<file path="src/rtl/vga_pkg.sv">
// Shared constants and fetch FSM encoding for the VGA tile-RAM
// fetch path.
package vga_pkg;

    localparam int H_ACTIVE = 640;
    localparam int V_ACTIVE = 480;
    localparam int GRID     = 16;
    localparam int ADDR_W   = 8;
    localparam int RGB_W    = 24;

    // Cycles spent discarding a possibly in-flight response after an abort.
    localparam int DRAIN_CYCLES = 3;

    typedef enum logic [1:0] {
        IDLE,
        REQ,
        WAIT,
        DRAIN
    } fetch_state_t;

endpackage

</file>
<file path="src/rtl/ram_read_port.sv">
// Single-outstanding RAM read port: request/address in,
// done/data/timeout out, with abort-and-drain.
module ram_read_port
    import vga_pkg::*;
#(
    parameter int TIMEOUT = 7
) (
    input  logic              clk,
    input  logic              rst,
    input  logic              req,
    input  logic [ADDR_W-1:0] addr,
    input  logic              abort,
    input  logic [RGB_W-1:0]  ram_rgb,
    input  logic              ram_valid,
    output logic              ready,
    output logic              ram_read,
    output logic [ADDR_W-1:0] ram_addr,
    output logic              done,
    output logic [RGB_W-1:0]  data,
    output logic              timeout
);

    fetch_state_t state, state_nxt;
    logic [3:0]   cnt, cnt_nxt;
    logic [ADDR_W-1:0] addr_q;

    assign ram_addr = addr_q;
    assign data     = ram_rgb;

    // State, wait/drain counter and latched address.
    always_ff @(posedge clk or posedge rst) begin
        if (rst) begin
            state  <= IDLE;
            cnt    <= '0;
            addr_q <= '0;
        end else begin
            state <= state_nxt;
            cnt   <= cnt_nxt;
            if (state == IDLE && req && !abort)
                addr_q <= addr;
        end
    end

    // Next state; an abort beats everything, a response beats timeout.
    always_comb begin
        state_nxt = state;
        cnt_nxt   = cnt;
        done      = 1'b0;
        timeout   = 1'b0;
        ready     = (state == IDLE);
        ram_read  = (state == REQ);
        if (abort) begin
            if (state == IDLE) begin
                state_nxt = IDLE;
            end else begin
                state_nxt = DRAIN;
                cnt_nxt   = '0;
            end
        end else begin
            unique case (state)
                IDLE: begin
                    if (req)
                        state_nxt = REQ;
                end
                REQ: begin
                    state_nxt = WAIT;
                    cnt_nxt   = '0;
                end
                WAIT: begin
                    if (ram_valid) begin
                        done      = 1'b1;
                        state_nxt = IDLE;
                    end else if (cnt == 4'(TIMEOUT - 1)) begin
                        timeout   = 1'b1;
                        state_nxt = IDLE;
                    end else begin
                        cnt_nxt = cnt + 4'd1;
                    end
                end
                DRAIN: begin
                    if (cnt == 4'(DRAIN_CYCLES - 1))
                        state_nxt = IDLE;
                    else
                        cnt_nxt = cnt + 4'd1;
                end
                default: state_nxt = IDLE;
            endcase
        end
    end

endmodule

</file>
<file path="src/rtl/vga_ram_fetch.sv">
// Maps the active raster onto a 16x16 cell grid, fetches one
// RAM colour per cell into a cur/nxt buffer, drives pixel RGB.
module vga_ram_fetch
    import vga_pkg::*;
#(
    parameter int             CELL_W    = 40,
    parameter int             CELL_H    = 30,
    parameter int             TIMEOUT   = 7,
    parameter logic [RGB_W-1:0] ERR_COLOR = 24'hFF00FF
) (
    input  logic              i_clk,
    input  logic              i_rst,
    input  logic              i_frame_start,
    input  logic              i_line_start,
    input  logic              i_active,
    input  logic [RGB_W-1:0]  i_ram_rgb,
    input  logic              i_ram_valid,
    output logic              o_ram_read,
    output logic [ADDR_W-1:0] o_ram_addr,
    output logic [RGB_W-1:0]  o_rgb,
    output logic              o_de,
    output logic              o_err
);

    localparam int PX_W = $clog2(CELL_W);
    localparam int LN_W = $clog2(CELL_H);
    localparam logic [3:0] LAST_FETCH_COL = 4'(GRID - 3);

    logic [PX_W-1:0] px;
    logic [3:0]      col;
    logic [LN_W-1:0] lic;
    logic [3:0]      row;
    logic            first_line;
    logic [RGB_W-1:0] cur, nxt;

    // Queued request, in-flight target (0=cur, 1=nxt), col1 chain flag.
    logic       pend, pend_tgt, tgt_q, chain;
    logic [3:0] pend_col;

    logic wrap, chain_fire, wrap_fire, new_req;
    logic req, accept, ready, done, tmo;
    logic new_tgt, req_tgt;
    logic [3:0] new_col, req_col;
    logic [ADDR_W-1:0] req_addr;
    logic [RGB_W-1:0]  port_data, fill;

    ram_read_port #(.TIMEOUT(TIMEOUT)) u_port (
        .clk       (i_clk),
        .rst       (i_rst),
        .req       (req),
        .addr      (req_addr),
        .abort     (i_line_start),
        .ram_rgb   (i_ram_rgb),
        .ram_valid (i_ram_valid),
        .ready     (ready),
        .ram_read  (o_ram_read),
        .ram_addr  (o_ram_addr),
        .done      (done),
        .data      (port_data),
        .timeout   (tmo)
    );

    // Fetch request selection: a queued request goes before a new one.
    always_comb begin
        wrap       = i_active && (px == PX_W'(CELL_W - 1));
        chain_fire = (done || tmo) && !tgt_q && chain;
        wrap_fire  = wrap && (col <= LAST_FETCH_COL);
        new_req    = !i_line_start && (chain_fire || wrap_fire);
        new_col    = chain_fire ? 4'd1 : col + 4'd2;
        new_tgt    = 1'b1;
        req        = pend || new_req;
        req_col    = pend ? pend_col : new_col;
        req_tgt    = pend ? pend_tgt : new_tgt;
        accept     = req && ready && !i_line_start;
        req_addr   = {row, req_col};
        fill       = done ? port_data : ERR_COLOR;
    end

    // Raster position; frame_start is applied before line_start.
    always_ff @(posedge i_clk or posedge i_rst) begin
        if (i_rst) begin
            px         <= '0;
            col        <= '0;
            lic        <= '0;
            row        <= '0;
            first_line <= 1'b0;
        end else begin
            if (i_frame_start) begin
                row        <= '0;
                lic        <= '0;
                first_line <= 1'b1;
            end
            if (i_line_start) begin
                px  <= '0;
                col <= '0;
                if (i_frame_start || first_line) begin
                    first_line <= 1'b0;
                end else if (lic == LN_W'(CELL_H - 1)) begin
                    lic <= '0;
                    row <= row + 4'd1;
                end else begin
                    lic <= lic + LN_W'(1);
                end
            end else if (wrap) begin
                px  <= '0;
                col <= col + 4'd1;
            end else if (i_active) begin
                px <= px + PX_W'(1);
            end
        end
    end

    // Request queue; a line start drops everything and queues col0.
    always_ff @(posedge i_clk or posedge i_rst) begin
        if (i_rst) begin
            pend     <= 1'b0;
            pend_col <= '0;
            pend_tgt <= 1'b0;
            tgt_q    <= 1'b0;
            chain    <= 1'b0;
        end else if (i_line_start) begin
            pend     <= 1'b1;
            pend_col <= '0;
            pend_tgt <= 1'b0;
            chain    <= 1'b1;
        end else begin
            pend <= accept ? (pend && new_req) : (pend || new_req);
            if (new_req) begin
                pend_col <= new_col;
                pend_tgt <= new_tgt;
            end
            if (accept)
                tgt_q <= req_tgt;
            if (chain_fire)
                chain <= 1'b0;
        end
    end

    // Colour buffers: shift on cell wrap, then land fetch results.
    always_ff @(posedge i_clk or posedge i_rst) begin
        if (i_rst) begin
            cur   <= '0;
            nxt   <= '0;
            o_err <= 1'b0;
        end else begin
            if (wrap && !i_line_start)
                cur <= nxt;
            if (done || tmo) begin
                if (tgt_q)
                    nxt <= fill;
                else
                    cur <= fill;
            end
            if (tmo)
                o_err <= 1'b1;
            if (i_frame_start)
                o_err <= 1'b0;
        end
    end

    // Registered pixel output, blanked outside the active area.
    always_ff @(posedge i_clk or posedge i_rst) begin
        if (i_rst) begin
            o_rgb <= '0;
            o_de  <= 1'b0;
        end else begin
            o_rgb <= i_active ? cur : '0;
            o_de  <= i_active;
        end
    end

endmodule

</file>
<file path="config.mk">
export PLATFORM = sky130hd
export DESIGN_NAME = vga_ram_fetch
export DESIGN_NICKNAME = d
export VERILOG_FILES = /design/src/rtl/vga_pkg.sv /design/src/rtl/ram_read_port.sv /design/src/rtl/vga_ram_fetch.sv
export SDC_FILE = /design/constraint.sdc
export NUM_CORES = 1
export LEC_CHECK = 0
export ABC_CLOCK_PERIOD_IN_PS = 7680
export CAP_MARGIN = 10
export CORE_UTILIZATION = 59
export DETAILED_ROUTE_END_ITERATION = 16
export PLACE_DENSITY_LB_ADDON = 0.12
export SLEW_MARGIN = 20
export SYNTH_ARGS = -nofsm -noshare
export SYNTH_HDL_FRONTEND = slang
export SYNTH_SLANG_ARGS = --single-unit
</file>
<file path="constraint.sdc">
create_clock -name i_clk -period 7.68 [get_ports i_clk]
set_input_delay 1.92 -clock i_clk [delete_from_list [all_inputs] [get_ports i_clk]]
set_output_delay 1.92 -clock i_clk [all_outputs]
set_load 0.01 [all_outputs]
</file>
==> impl_metrics.env <==
export IMPL_status="complete, no violations"
export IMPL_stdcell_area_um2=6270
export IMPL_synthArstFlopShare_pct=100
export IMPL_first_global_vias=3770
export IMPL_setup_tns_ns=0
export IMPL_yosysMostFrequentCell="dfrtp_1"
export IMPL_cts_buffer_depth=2
export IMPL_drc=0
export IMPL_track_usage_pct=27.6
export IMPL_grt_max_degree=60
export IMPL_fin_crit_sh_pct=57.6
export IMPL_first_iter_violations=226
export IMPL_syn_avg_cell_area_um2=10.8
export IMPL_dp_cells=611
export IMPL_dpl_cell_area_um2=5700
export IMPL_synth_commonest_cells="dfrtp_1, nand2_1, nor2_1"
export IMPL_synth_top_family_by_area="simple AND/OR/NAND/NOR gates"
export IMPL_final_util_pct=76.4
export IMPL_cts_root_buf="clkbuf_8"
export IMPL_antenna_found_initial=0
export IMPL_yosys_warnings=0
export IMPL_post_cts_buffers=0
export IMPL_post_drt_wl_per_cell_um=16.9
export IMPL_yosysUniqueCellTypes=53
export IMPL_core_area_um2=8220
export IMPL_synth_seq_cells=116
export IMPL_routed_wl_um=10800
export IMPL_vdd_drop_max_uv=204
export IMPL_globalplace_congestion=0.803
export IMPL_hold_class="flop to flop"
export IMPL_fin_crit_ns=4.43
export IMPL_hpwlAfterDp_um=6730
export IMPL_synthCells=464
export IMPL_die_h_um=94.1
export IMPL_htreeDepth=4
export IMPL_cts_resized=0
export IMPL_rows=33
export IMPL_fin_ws_ns=3.25
export IMPL_io_pins=65
export IMPL_cts_sinks=116
export IMPL_wl_met2_um=5460
export IMPL_worstSetupStartpointType="input port"
export IMPL_drv_slew=0
export IMPL_layout_cells_non_filler=641
export IMPL_synth_xor_area_share_pct=1.75
export IMPL_ant_nets=0
export IMPL_top_layer_used="met4"
export IMPL_drv_cap=0
export IMPL_setup_viol=0
export IMPL_drive_gt1_share_pct=8.77
export IMPL_synth_top_area_cell="dfrtp_1"
export IMPL_path_max_fanout=33
export IMPL_rsz0062_at_grt="false"
export IMPL_clock_latency_ns=0.51
export IMPL_critical_path_class="input port to flop"
export IMPL_yosys_area_top_type_share_pct=58.0
export IMPL_numCtsBuffers=17
export IMPL_hold_slack_ns=0.478
export IMPL_die_area_um2=8860
export IMPL_antenna_diode_count=0
export IMPL_fin_total_pwr_mw=2.07
export IMPL_syn_area_um2=5010
export IMPL_synth_nets=504
export IMPL_skew_ns=0.00859
export IMPL_area_growth_pct=25.3
export IMPL_port_buffers=64
export IMPL_nNetsFinal=565
export IMPL_tightest_slew_ns=1.08
export IMPL_relSlewSlack_pct=27.9
export IMPL_hold_viol=0
export IMPL_cts_tree="built"
export IMPL_synthMuxAreaShare_pct=5.55
export IMPL_clk_pin_slew_ns=0.06
export IMPL_viasPerCell=5.76
export IMPL_dieWidth_um=94.1
export IMPL_route_met3_wl_um=459
export IMPL_grt_ovfl_total=0
export IMPL_fmax_mhz=226
export IMPL_power_leakage_nw=2.86
export IMPL_cp_end_kind="flop"
export IMPL_hold_buffers=0
export IMPL_wl_met1_um=4770
export IMPL_synth_top_cells_by_area="dfrtp_1, mux2i_1, nand2_1"
export IMPL_synth_compound_area_share_pct=11.8
export IMPL_drtPass1Iterations=5
export IMPL_required_ns=8.08
export IMPL_synth_top_flop_cell="dfrtp_1"
export IMPL_synthAdderAreaFrac_pct=2.50
export IMPL_initial_core_util_pct=61.0
export IMPL_seq_area_frac_synth_pct=58.0
export IMPL_p_per_area_nw_per_um2=330
export IMPL_num_vias=3692
export IMPL_synth_edff_count=0
export IMPL_cp_data_arrival_time_ns=4.82
export IMPL_place_ws_ns=2.77
export IMPL_grt_pass1_wl_um=18300
export IMPL_yosys_area_share_simple_pct=17.3
## final timing paths
check,from,cells past startpoint,end,slack [ns]
worst max-delay path,i_active,5,u_port.ram_addr[4],3.25
worst min-delay path,chain,1,chain,0.48
worst max register to register,u_port.state[0],4,nxt[22],5.31
worst min register to register,chain,1,chain,0.48
max in group asynchronous,i_rst,3,u_port.cnt[3],4.62
min in group asynchronous,i_rst,2,o_rgb[2],1.87
## final cells by class
cell class / count / area (µm²)
multi-input combinational: 311 / 1950
tap: 105 / 131
inverter: 12 / 47.5
clock buffer: 20 / 445
clock inverter: 10 / 133
fill: 533 / 1940
timing repair buffer: 67 / 663
sequential: 116 / 2900
## report_power, final
group | total, mW | switching [mW] | internal (mW)
clock | 0.768 | 0.264 | 0.504
combinational | 0.417 | 0.191 | 0.225
sequential | 0.886 | 0.103 | 0.783
## kinds of logic after synthesis
| logic type | Yosys count |
|---|---|
| mux | 27 |
| fa+ha+maj | 10 |
| flops | 116 |
| xor+xnor | 10 |
| buf+inv | 37 |
| compound gates | 88 |
| simple gates | 176 |
## worst max-delay path, cell delays in order
cell	delay (ns)
clkdlybuf4s50_1	1.18
nand3_1	0.34
or3_1	0.62
a21boi_4	0.37
mux2_2	0.38
## flip-flops by register name (all words and copies together) (netlist names), 2 cells and up
| register | count |
|---|---|
| o_rgb | 24 |
| u_port.state | 2 |
| lic | 5 |
| col | 4 |
| pend_col | 4 |
| u_port.cnt | 4 |
| px | 6 |
| nxt | 24 |
| row | 4 |
| cur | 24 |
| u_port.ram_addr | 8 |
## placed cells by master, fill, tap and decap left out, types with 8 or more instances in the layout
| master | instances |
|---|---|
| mux2i_1 | 21 |
| clkdlybuf4s50_1 | 64 |
| ha_1 | 10 |
| clkbuf_16 | 16 |
| nand2_1 | 50 |
| nor3_1 | 11 |
| nand3_1 | 13 |
| and2_1 | 25 |
| a21oi_1 | 35 |
| o21ai_0 | 10 |
| nor2_1 | 42 |
| inv_1 | 11 |
| dfrtp_1 | 116 |
| o22a_1 | 8 |
| a32oi_1 | 9 |
| nand2b_1 | 9 |
## routing by layer
metal	GRT usage (%)	vias to the layer above
met5	0	-
met2	44.3	94
met1	36.0	1848
li1	-	1738
met3	8.33	12
met4	8.59	0
(Power assumes the default switching activity.)
==> patch, RTL diff (config.mk and constraints unchanged) <==
Change the parameter `CELL_H` from 30 to 15.
--- a/src/rtl/vga_ram_fetch.sv
+++ b/src/rtl/vga_ram_fetch.sv
@@ -5,5 +5,5 @@
 #(
     parameter int             CELL_W    = 40,
-    parameter int             CELL_H    = 30,
+    parameter int             CELL_H    = 15,
     parameter int             TIMEOUT   = 7,
     parameter logic [RGB_W-1:0] ERR_COLOR = 24'hFF00FF
Behaviour: same outputs for any inputs over 10 cycles, from zero or initial values and one cycle with i_rst high; that may be too few to reach the edited logic, so the function may still have changed.
==> patch against the unedited design <==
Routed wire length shrank 0.69%. Combinational power fell by 4%. Sequential share of layout area down 1.1 points. Total power is 2.5% higher. Clock skew decreased by 2.1 ps. Final area increased by 1.6%. Sequential cell count is 1 lower. Largest cell class unchanged. Clock power is 11% higher. Non-clock buffer count rose by 1. Worst setup slack improved by 49 ps. Area after synthesis up 0.67%. Highest routed layer unchanged. Hold slack is essentially flat. First-iteration DRC count fell by 15%.
==> patch: results (changes against the unedited design) <==
- Pleak: 2.95 nW (+3.3%)
- Clock skew: 6.45 ps (-2.14 ps)
- Post-DP HPWL: 6190 um (-8.0%)
- Layout filler cell count: 546 (+2.4%)
- Placed Instances: 624 (+2.1%)
- Sw frac: 27.1% (+0.15 points)
- Outcome: completed
- Initial DRC count: 193 (-15%)
- Most frequent cells after synthesis: dfrtp_1, nand2_1, a21oi_1
- Placement Setup Slack: 2820 ps (+55.2 ps)
- Syn nets: 515 (+2.2%)
- Total Wirelength: 10,800 um (-0.69%)
- Slew @ Worst Pin: 994 ps (-83.8 ps)
- First-pass GRT wire length: 17,800 um (-2.7%)
- Share of layout cells above drive strength 1: 10.2% (+1.4 points)
- Largest stage delay, worst path: 1120 ps (-60 ps)
- Largest net degree at the start of global routing: 66 (+10%)
- Vias in the first global route: 3,722 (-1.3%)
- Non-filler cells, final: 656 (+2.3%)
- Sequential cell area fraction in the yosys report: 57.1% (-0.88 points)
- CP max FO: 32 (-3.0%)
- Hold Path Stages: 2 (+1)
- Placer Congestion: 0.857 (+6.6%)
- DR vias/cell: 5.63 (-2.3%)
- Placed inst area: 5730 um^2 (+0.66%)
- Top cells by area, synth: dfrtp_1, mux2i_1, a21oi_1
- Worst EP arrival: 4750 ps (-70 ps)
- Max IR drop VDD: 204 uV (+0.28%)
[patch: worst paths after layout]
| check | startpoint | endpoint | slack [ps] |
|---|---|---|---|
| setup / recovery | i_active | cur[4] | 3300 |
| hold / removal | nxt[15] | nxt[15] | 480 |
| setup reg to reg | px[3] | cur[4] | 5370 |
| hold reg to reg | nxt[15] | nxt[15] | 480 |
| max in group asynchronous | i_rst | cur[2] | 4610 |
| min in group asynchronous | i_rst | o_rgb[18] | 1830 |
[patch: kinds of logic (layout without fill, tap and decap cells)]
family	after synthesis	after routing	share of synthesized area, %
AOI/OAI and AO/OA	98	98	12.0
buffers and inverters	38	112	3.13
adders and majority gates	8	8	1.99
xor gates and xnor gates	9	9	1.56
muxes	32	32	6.48
and+or+nand+nor	177	177	17.7
DFF	115	115	57.1
[patch: critical path, delay by kind of cell]
kind / cells / cell delay, ps
AOI/OAI and AO/OA: 1 / 120
and+or+nand+nor: 2 / 1150
muxes: 1 / 410
buffers and inverters: 1 / 1120
[patch: cell type report]
cell class                      count  area, um^2  area share [%]
Clock buffer                       17         414            6.49
Timing Repair Buffer               68         671            10.5
Inverter                           12        47.5           0.746
Tap cell                          105         131            2.06
Multi-Input combinational cell    324        2010            31.5
Sequential cell                   115        2880            45.1
Clock inverter                     15         226            3.55
[patch: routing by layer]
layer | track usage (%) | vias to the layer above | routed length [um]
met5 | 0 | - | 0
met4 | 11.3 | 0 | 158
met3 | 6.68 | 14 | 434
met2 | 44.4 | 87 | 5510
met1 | 33.4 | 1826 | 4670
li1 | - | 1766 | -
[patch: power by group through the flow]
stage	logic (mW)	clock network (mW)	registers (mW)
after floorplan	0.222	0	0.869
after global placement	0.377	0	0.864
after detailed placement	0.394	0	0.873
after CTS	0.405	0.860	0.869
after global routing	0.446	0.888	0.886
final	0.401	0.851	0.870
